## src/rtl/snake_body_if.sv

```systemverilog
// Beam/control bundle between the direction decoder, game FSM and snake engine.
// Master drives the control/beam inputs; slave is the snake engine.
interface snake_body_if #(
  parameter int BIT = 10,
  parameter int LW  = 4
);
  logic           update;
  logic [BIT-1:0] x_pos;
  logic [BIT-1:0] y_pos;
  logic [2:0]     direction;
  logic           grow;
  logic [1:0]     game_state;
  logic           head_active;
  logic           body_active;
  logic           self_hit;
  logic [LW-1:0]  length;
  logic [2:0]     rgb;

  modport master (
    output update, x_pos, y_pos, direction, grow, game_state,
    input  head_active, body_active, self_hit, length, rgb
  );

  modport slave (
    input  update, x_pos, y_pos, direction, grow, game_state,
    output head_active, body_active, self_hit, length, rgb
  );
endinterface

```

## src/rtl/snake_body_engine.sv

```systemverilog
// Snake head + trailing body on a SEG grid: move, wrap, grow, self-hit, draw.
// SNAKE_HEAD_COLOR_EN: head drawn yellow, otherwise whole snake is green.
module snake_body_engine #(
  parameter int BIT       = 10,
  parameter int SEG       = 16,
  parameter int MAX_LEN   = 8,
  parameter int START_LEN = 3,
  parameter int X_START   = 320,
  parameter int Y_START   = 240,
  parameter int H_FIELD   = 640,
  parameter int V_FIELD   = 480
) (
  input logic        clk,
  input logic        reset,
  snake_body_if.slave bus
);
  localparam int NS = MAX_LEN - 1;
  localparam int LW = $clog2(MAX_LEN + 1);

  typedef enum logic [2:0] {
    D_IDLE  = 3'd0,
    D_UP    = 3'd1,
    D_DOWN  = 3'd2,
    D_LEFT  = 3'd3,
    D_RIGHT = 3'd4
  } dir_e;

  logic [BIT-1:0] hx_q, hx_d, hy_q, hy_d;
  logic [BIT-1:0] sx_q [NS];
  logic [BIT-1:0] sx_d [NS];
  logic [BIT-1:0] sy_q [NS];
  logic [BIT-1:0] sy_d [NS];
  dir_e           dir_q, dir_d, din, eff;
  logic [LW-1:0]  len_q, len_d;
  logic           pend_q, pend_d, hit_q, hit_d;
  logic           play, over, dvalid, acc, step, hit_any;
  logic           head_on, body_on;

  function automatic dir_e rev_of(dir_e d);
    unique case (d)
      D_UP:    return D_DOWN;
      D_DOWN:  return D_UP;
      D_LEFT:  return D_RIGHT;
      D_RIGHT: return D_LEFT;
      default: return D_IDLE;
    endcase
  endfunction

  function automatic logic in_sq(logic [BIT-1:0] bx, logic [BIT-1:0] by,
                                 logic [BIT-1:0] px, logic [BIT-1:0] py);
    logic [BIT:0] ex, ey, x0, y0;
    ex = {1'b0, bx};
    ey = {1'b0, by};
    x0 = {1'b0, px};
    y0 = {1'b0, py};
    return (ex >= x0) && (ex < x0 + (BIT+1)'(SEG)) &&
           (ey >= y0) && (ey < y0 + (BIT+1)'(SEG));
  endfunction

  function automatic logic [BIT-1:0] seg_x0(int i);
    return BIT'(X_START - (i + 1) * SEG);
  endfunction

  always_ff @(posedge clk) begin
    if (reset) begin
      hx_q   <= BIT'(X_START);
      hy_q   <= BIT'(Y_START);
      dir_q  <= D_IDLE;
      len_q  <= LW'(START_LEN);
      pend_q <= 1'b0;
      hit_q  <= 1'b0;
      for (int i = 0; i < NS; i++) begin
        sx_q[i] <= seg_x0(i);
        sy_q[i] <= BIT'(Y_START);
      end
    end else begin
      hx_q   <= hx_d;
      hy_q   <= hy_d;
      dir_q  <= dir_d;
      len_q  <= len_d;
      pend_q <= pend_d;
      hit_q  <= hit_d;
      for (int i = 0; i < NS; i++) begin
        sx_q[i] <= sx_d[i];
        sy_q[i] <= sy_d[i];
      end
    end
  end

  always_comb begin
    play   = (bus.game_state == 2'b01);
    over   = (bus.game_state == 2'b11);
    din    = dir_e'(bus.direction);
    dvalid = (bus.direction != 3'd0) && (bus.direction <= 3'd4);
    acc    = play && dvalid && (din != rev_of(dir_q));
    eff    = acc ? din : dir_q;
    step   = play && bus.update && (eff != D_IDLE);

    hit_any = 1'b0;
    for (int i = 0; i < NS; i++) begin
      if ((i < int'(len_q) - 1) && sx_q[i] == hx_q && sy_q[i] == hy_q)
        hit_any = 1'b1;
    end

    hx_d   = hx_q;
    hy_d   = hy_q;
    dir_d  = acc ? din : dir_q;
    len_d  = len_q;
    pend_d = pend_q | bus.grow;
    hit_d  = play && hit_any;
    for (int i = 0; i < NS; i++) begin
      sx_d[i] = sx_q[i];
      sy_d[i] = sy_q[i];
    end

    if (step) begin
      sx_d[0] = hx_q;
      sy_d[0] = hy_q;
      for (int i = 1; i < NS; i++) begin
        sx_d[i] = sx_q[i-1];
        sy_d[i] = sy_q[i-1];
      end
      // Compare against the edge first so subtraction never underflows
      unique case (eff)
        D_UP:    hy_d = (hy_q == '0) ? BIT'(V_FIELD - SEG) : hy_q - BIT'(SEG);
        D_DOWN:  hy_d = (hy_q == BIT'(V_FIELD - SEG)) ? '0 : hy_q + BIT'(SEG);
        D_LEFT:  hx_d = (hx_q == '0) ? BIT'(H_FIELD - SEG) : hx_q - BIT'(SEG);
        D_RIGHT: hx_d = (hx_q == BIT'(H_FIELD - SEG)) ? '0 : hx_q + BIT'(SEG);
        default: hx_d = hx_q;
      endcase
      if ((pend_q || bus.grow) && len_q < LW'(MAX_LEN))
        len_d = len_q + LW'(1);
      pend_d = 1'b0;
    end

    if (over) begin
      hx_d   = BIT'(X_START);
      hy_d   = BIT'(Y_START);
      dir_d  = D_IDLE;
      len_d  = LW'(START_LEN);
      pend_d = 1'b0;
      hit_d  = 1'b0;
      for (int i = 0; i < NS; i++) begin
        sx_d[i] = seg_x0(i);
        sy_d[i] = BIT'(Y_START);
      end
    end
  end

  always_comb begin
    head_on = in_sq(bus.x_pos, bus.y_pos, hx_q, hy_q);
    body_on = 1'b0;
    for (int i = 0; i < NS; i++) begin
      if ((i < int'(len_q) - 1) && in_sq(bus.x_pos, bus.y_pos, sx_q[i], sy_q[i]))
        body_on = 1'b1;
    end
  end

  assign bus.head_active = head_on;
  assign bus.body_active = body_on;
  assign bus.self_hit    = hit_q;
  assign bus.length      = len_q;
`ifdef SNAKE_HEAD_COLOR_EN
  assign bus.rgb = head_on ? 3'b110 : 3'b010;
`else
  assign bus.rgb = 3'b010;
`endif
endmodule

```

## src/flat_wrapper.sv

```systemverilog
// flat-port wrapper written by rule: the top's interface ports become plain ports
module snake_body_engine_flat 
#(
  parameter int BIT       = 10,
  parameter int SEG       = 16,
  parameter int MAX_LEN   = 8,
  parameter int START_LEN = 3,
  parameter int X_START   = 320,
  parameter int Y_START   = 240,
  parameter int H_FIELD   = 640,
  parameter int V_FIELD   = 480
)
  (clk, reset, bus_update, bus_x_pos, bus_y_pos, bus_direction, bus_grow, bus_game_state, bus_head_active, bus_body_active, bus_self_hit, bus_length, bus_rgb);
  snake_body_if #(.BIT(BIT), .LW(4)) bus_i ();
  input logic clk;
  input logic reset;
  input wire logic [$bits(bus_i.update)-1:0] bus_update;
  input wire logic [$bits(bus_i.x_pos)-1:0] bus_x_pos;
  input wire logic [$bits(bus_i.y_pos)-1:0] bus_y_pos;
  input wire logic [$bits(bus_i.direction)-1:0] bus_direction;
  input wire logic [$bits(bus_i.grow)-1:0] bus_grow;
  input wire logic [$bits(bus_i.game_state)-1:0] bus_game_state;
  output wire logic [$bits(bus_i.head_active)-1:0] bus_head_active;
  output wire logic [$bits(bus_i.body_active)-1:0] bus_body_active;
  output wire logic [$bits(bus_i.self_hit)-1:0] bus_self_hit;
  output wire logic [$bits(bus_i.length)-1:0] bus_length;
  output wire logic [$bits(bus_i.rgb)-1:0] bus_rgb;
  assign bus_i.update = bus_update;
  assign bus_i.x_pos = bus_x_pos;
  assign bus_i.y_pos = bus_y_pos;
  assign bus_i.direction = bus_direction;
  assign bus_i.grow = bus_grow;
  assign bus_i.game_state = bus_game_state;
  assign bus_head_active = bus_i.head_active;
  assign bus_body_active = bus_i.body_active;
  assign bus_self_hit = bus_i.self_hit;
  assign bus_length = bus_i.length;
  assign bus_rgb = bus_i.rgb;
  snake_body_engine #(.BIT(BIT), .SEG(SEG), .MAX_LEN(MAX_LEN), .START_LEN(START_LEN), .X_START(X_START), .Y_START(Y_START), .H_FIELD(H_FIELD), .V_FIELD(V_FIELD)) u_core (.clk(clk), .reset(reset), .bus(bus_i));
endmodule
```

## config.mk

```make
export PLATFORM = sky130hd
export DESIGN_NAME = snake_body_engine_flat
export DESIGN_NICKNAME = d
export VERILOG_FILES = /design/src/rtl/snake_body_if.sv /design/src/rtl/snake_body_engine.sv /design/src/flat_wrapper.sv
export SDC_FILE = /design/constraint.sdc
export NUM_CORES = 1
export LEC_CHECK = 0
export CAP_MARGIN = 10
export CORE_MARGIN = 1
export CORE_UTILIZATION = 50
export CTS_BUF_LIST = sky130_fd_sc_hd__clkbuf_2
export CTS_CLUSTER_SIZE = 10
export DETAILED_ROUTE_END_ITERATION = 7
export PLACE_DENSITY = 0.67
export SKIP_CTS_REPAIR_TIMING = 1
export SLEW_MARGIN = 20
export SYNTH_ARGS = -nofsm -noshare
export SYNTH_HDL_FRONTEND = slang
export SYNTH_SLANG_ARGS = --single-unit
```

## constraint.sdc

```tcl
create_clock -name clk -period 4.2 [get_ports clk]
set_input_delay 0.84 -clock clk [delete_from_list [all_inputs] [get_ports clk]]
set_output_delay 0.84 -clock clk [all_outputs]
set_load 0.005 [all_outputs]
```

==> results of run 1 <==
[power breakdown]
group | internal [W] | total [W] | leakage, nW | switching (W)
sequential | 0.00101 | 0.00103 | 0.849 | 0.0000200
combinational | 0.000229 | 0.000508 | 4.42 | 0.000278
clock | 0.000130 | 0.000515 | 0.0604 | 0.000385
[registers in the layout, indices dropped and copies added, names as in the netlist]
name / cells
u_core.hx_q: 6
u_core.sx_q: 42
u_core.pend_q: 1
u_core.dir_q: 3
u_core.bus.self_hit: 1
u_core.bus.length: 4
u_core.sy_q: 42
u_core.hy_q: 6
[metrics by stage]
step | utilization | TNS (ns)
floorplan | - | 0
global placement | 0.5587 | -0.5233
detailed placement | 0.5587 | -0.5624
CTS | 0.5638 | -0.8350
global route | 0.5655 | -0.2814
finish | 0.5655 | -0.06486
[routing by layer]
layer / up-vias / routed length (um)
met5: - / 0
met4: 0 / 571
met3: 46 / 1175
met2: 238 / 13880
met1: 4638 / 13140
li1: 4909 / -
[cell families after synthesis]
group	Yosys count	share of synthesized area
AOI/OAI and AO/OA	315	0.1954
xor gates and xnor gates	152	0.1233
adders and majority gates	215	0.2492
buffers and inverters	187	0.06664
DFF	105	0.1947
muxes	3	0.003245
other	2	0.0006957
and+or+nand+nor	383	0.1668
[critical path: cells and delay by family]
family                     cells  cell delay (ns)
AOI/OAI and AO/OA              3             0.79
buffers and inverters          4             1.30
and+or+nand+nor                2             0.22
adders and majority gates      1             0.26
[path summary, 6_finish.rpt]
path	startpoint	end	slack [ns]	cells after the start
setup / recovery	bus_y_pos[8]	bus_body_active	-0.06	10
hold / removal	u_core.sy_q[0][18]	u_core.sy_q[0][18]	0.51	2
setup reg to reg	u_core.dir_q[0]	u_core.hx_q[8]	1.71	7
hold reg to reg	u_core.sy_q[0][18]	u_core.sy_q[0][18]	0.51	2
[synth_stat cells, types with 3 or more instances]
master,instances,area [um^2]
ha_1,215,2690
nand2_1,159,596.8
xnor2_1,133,1165
inv_1,120,450.4
dfxtp_1,105,2102
a21oi_1,92,460.4
nand3_1,69,345.3
o211ai_1,53,397.9
clkbuf_1,51,191.4
nor2_1,42,157.7
o21ai_0,41,205.2
nor3_1,27,135.1
nand2b_1,25,156.4
nand4_1,24,150.1
o21a_1,21,157.7
xor2_1,19,166.4
a21o_1,16,120.1
and3_1,13,81.33
a211oi_1,11,82.58
a31oi_1,10,62.56
o2111ai_1,8,70.07
buf_1,6,22.52
nor2b_1,6,37.54
nor4_1,6,37.54
o21ai_1,6,30.03
a2111oi_0,5,43.79
a211o_1,5,43.79
buf_2,5,25.02
o221ai_1,5,43.79
o22ai_1,5,31.28
a221oi_1,4,35.03
a22oi_1,3,22.52
buf_4,3,22.52
[layout make-up]
cell class              count  area (um^2)  area share
flip-flops and latches    105         2110      0.1769
repair buffers            102        888.4     0.07449
clock buffers               9        45.04    0.003777
clock inverters             7        61.31    0.005141
multi-input cells        1071         8019      0.6724
inverters                 122        457.9     0.03840
well taps                 275        344.1     0.02885
==> results.sh, run 1 <==
export IMPL_start_util=0.5119
export IMPL_layout_nets=1655
export IMPL_via_per_inst=5.814
export IMPL_syn_inst=1362
export IMPL_first_iter_violations=595
export IMPL_hpwl_um=22190
export IMPL_clock_skew_ns=0.01849
export IMPL_die_area_um2=22180
export IMPL_cts_root_buffer="clkbuf_2"
export IMPL_area_delta_synth_final_pct=10.47
export IMPL_final_cell_mix="ha_1, nand2_1, xnor2_1, inv_1, dfxtp_1"
export IMPL_crit_slowest_cell="clkdlybuf4s50_1"
export IMPL_grt_overflow_total=0
export IMPL_die_w_um=148.9
export IMPL_drc=0
export IMPL_worstPathArrival_ns=3.42
export IMPL_finalMaxSlewViolations=0
export IMPL_syn_cell_area_um2=10800
export IMPL_ys_warn_count=0
export IMPL_finalSetupViolCount=1
export IMPL_wirelength_um=28770
export IMPL_clock_path_buffers=2
export IMPL_vias=9831
export IMPL_crit_fanout=9
export IMPL_whs_ns=0.5085
export IMPL_stdcell_area_um2=11930
export IMPL_period_needed_ns=4.265
export IMPL_synthFlopType="dfxtp_1"
export IMPL_drive_gt1_frac=0.07698
export IMPL_hold_viol=0
export IMPL_criticalPathCategory="in2out"
export IMPL_status="finished, violations left"
export IMPL_core_um2=21090
export IMPL_synth_sequential_area_ratio=0.1947
export IMPL_ys_types=68
export IMPL_path_clk_slew_ns=0.29
export IMPL_slowest_delay_ns=0.65
export IMPL_globalplace_congestion=0.9184
export IMPL_ys_async_sr_fraction=0
export IMPL_clock_sinks=105
export IMPL_place_port_buffers=27
export IMPL_place_area_um2=11780
export IMPL_powerDensity_nw_per_um2=172.4
export IMPL_final_cells=1691
export IMPL_path_cells="clkdlybuf4s50_1, buf_4, ha_1, nand2_1, a21oi_1, a2111oi_1, buf_4, o31a_1, nand4_1, dlymetal6s2s_1"
export IMPL_dp_slack_ns=-0.3646
export IMPL_grt_pass1_wl_um=47200
export IMPL_p_total_w=0.002056
export IMPL_fmax_mhz=234.5
export IMPL_ant_nets=0
export IMPL_clock_latency_ns=0.68
export IMPL_postSynthAreaPerCell_um2=7.926
export IMPL_die_h_um=148.9
export IMPL_cp_required_ns=3.36
export IMPL_antenna_found_initial=0
export IMPL_crit_top_cell="buf_4"
export IMPL_grt_util_met2=0.4798
export IMPL_violations="setup timing"
export IMPL_endpoint_kind="output pin"
export IMPL_grt_max_degree=83
export IMPL_drv_cap=0
export IMPL_worst_pin_slew_ns=0.8943
export IMPL_n_antenna_cell=0
export IMPL_ys_seq_elements=105
export IMPL_rsz0062_at_grt="true"
export IMPL_grtUsageMet1=0.3374
export IMPL_wl_per_cell_um=17.01
export IMPL_first_global_vias=9617
export IMPL_use_met3=0.02599
export IMPL_ios=39
export IMPL_numCtsBuffers=9
export IMPL_grt_busiest_layer="met2"
export IMPL_post_place_cells=1674
export IMPL_layout_commonest_cell="ha_1"
export IMPL_htree_levels=3
export IMPL_startpoint_type="primary input"
export IMPL_synth_edf_count=0
export IMPL_relSlewSlack=0.4038
export IMPL_post_route_period_util=1.015
export IMPL_ir_drop_uv=116.3
export IMPL_timing_final_ws_setup_ns=-0.06486
export IMPL_firstDrtPassIters=6
export IMPL_p_leak_nw=5.324
export IMPL_track_usage=0.2681
export IMPL_fillers=2036
export IMPL_hp_class="reg2reg"
export IMPL_cts_tree="yes"
export IMPL_num_rows=53
(Power assumes the default switching activity.)
==> inputs of run 2 (changes only) <==
--- a/config.mk
+++ b/config.mk
@@ -6,7 +6,6 @@
 export NUM_CORES = 1
 export LEC_CHECK = 0
 export CAP_MARGIN = 10
-export CORE_MARGIN = 1
 export CORE_UTILIZATION = 50
 export CTS_BUF_LIST = sky130_fd_sc_hd__clkbuf_2
 export CTS_CLUSTER_SIZE = 10
==> results of run 2 <==
No change in the layout: final DEF, timing and power equal those of run 1.
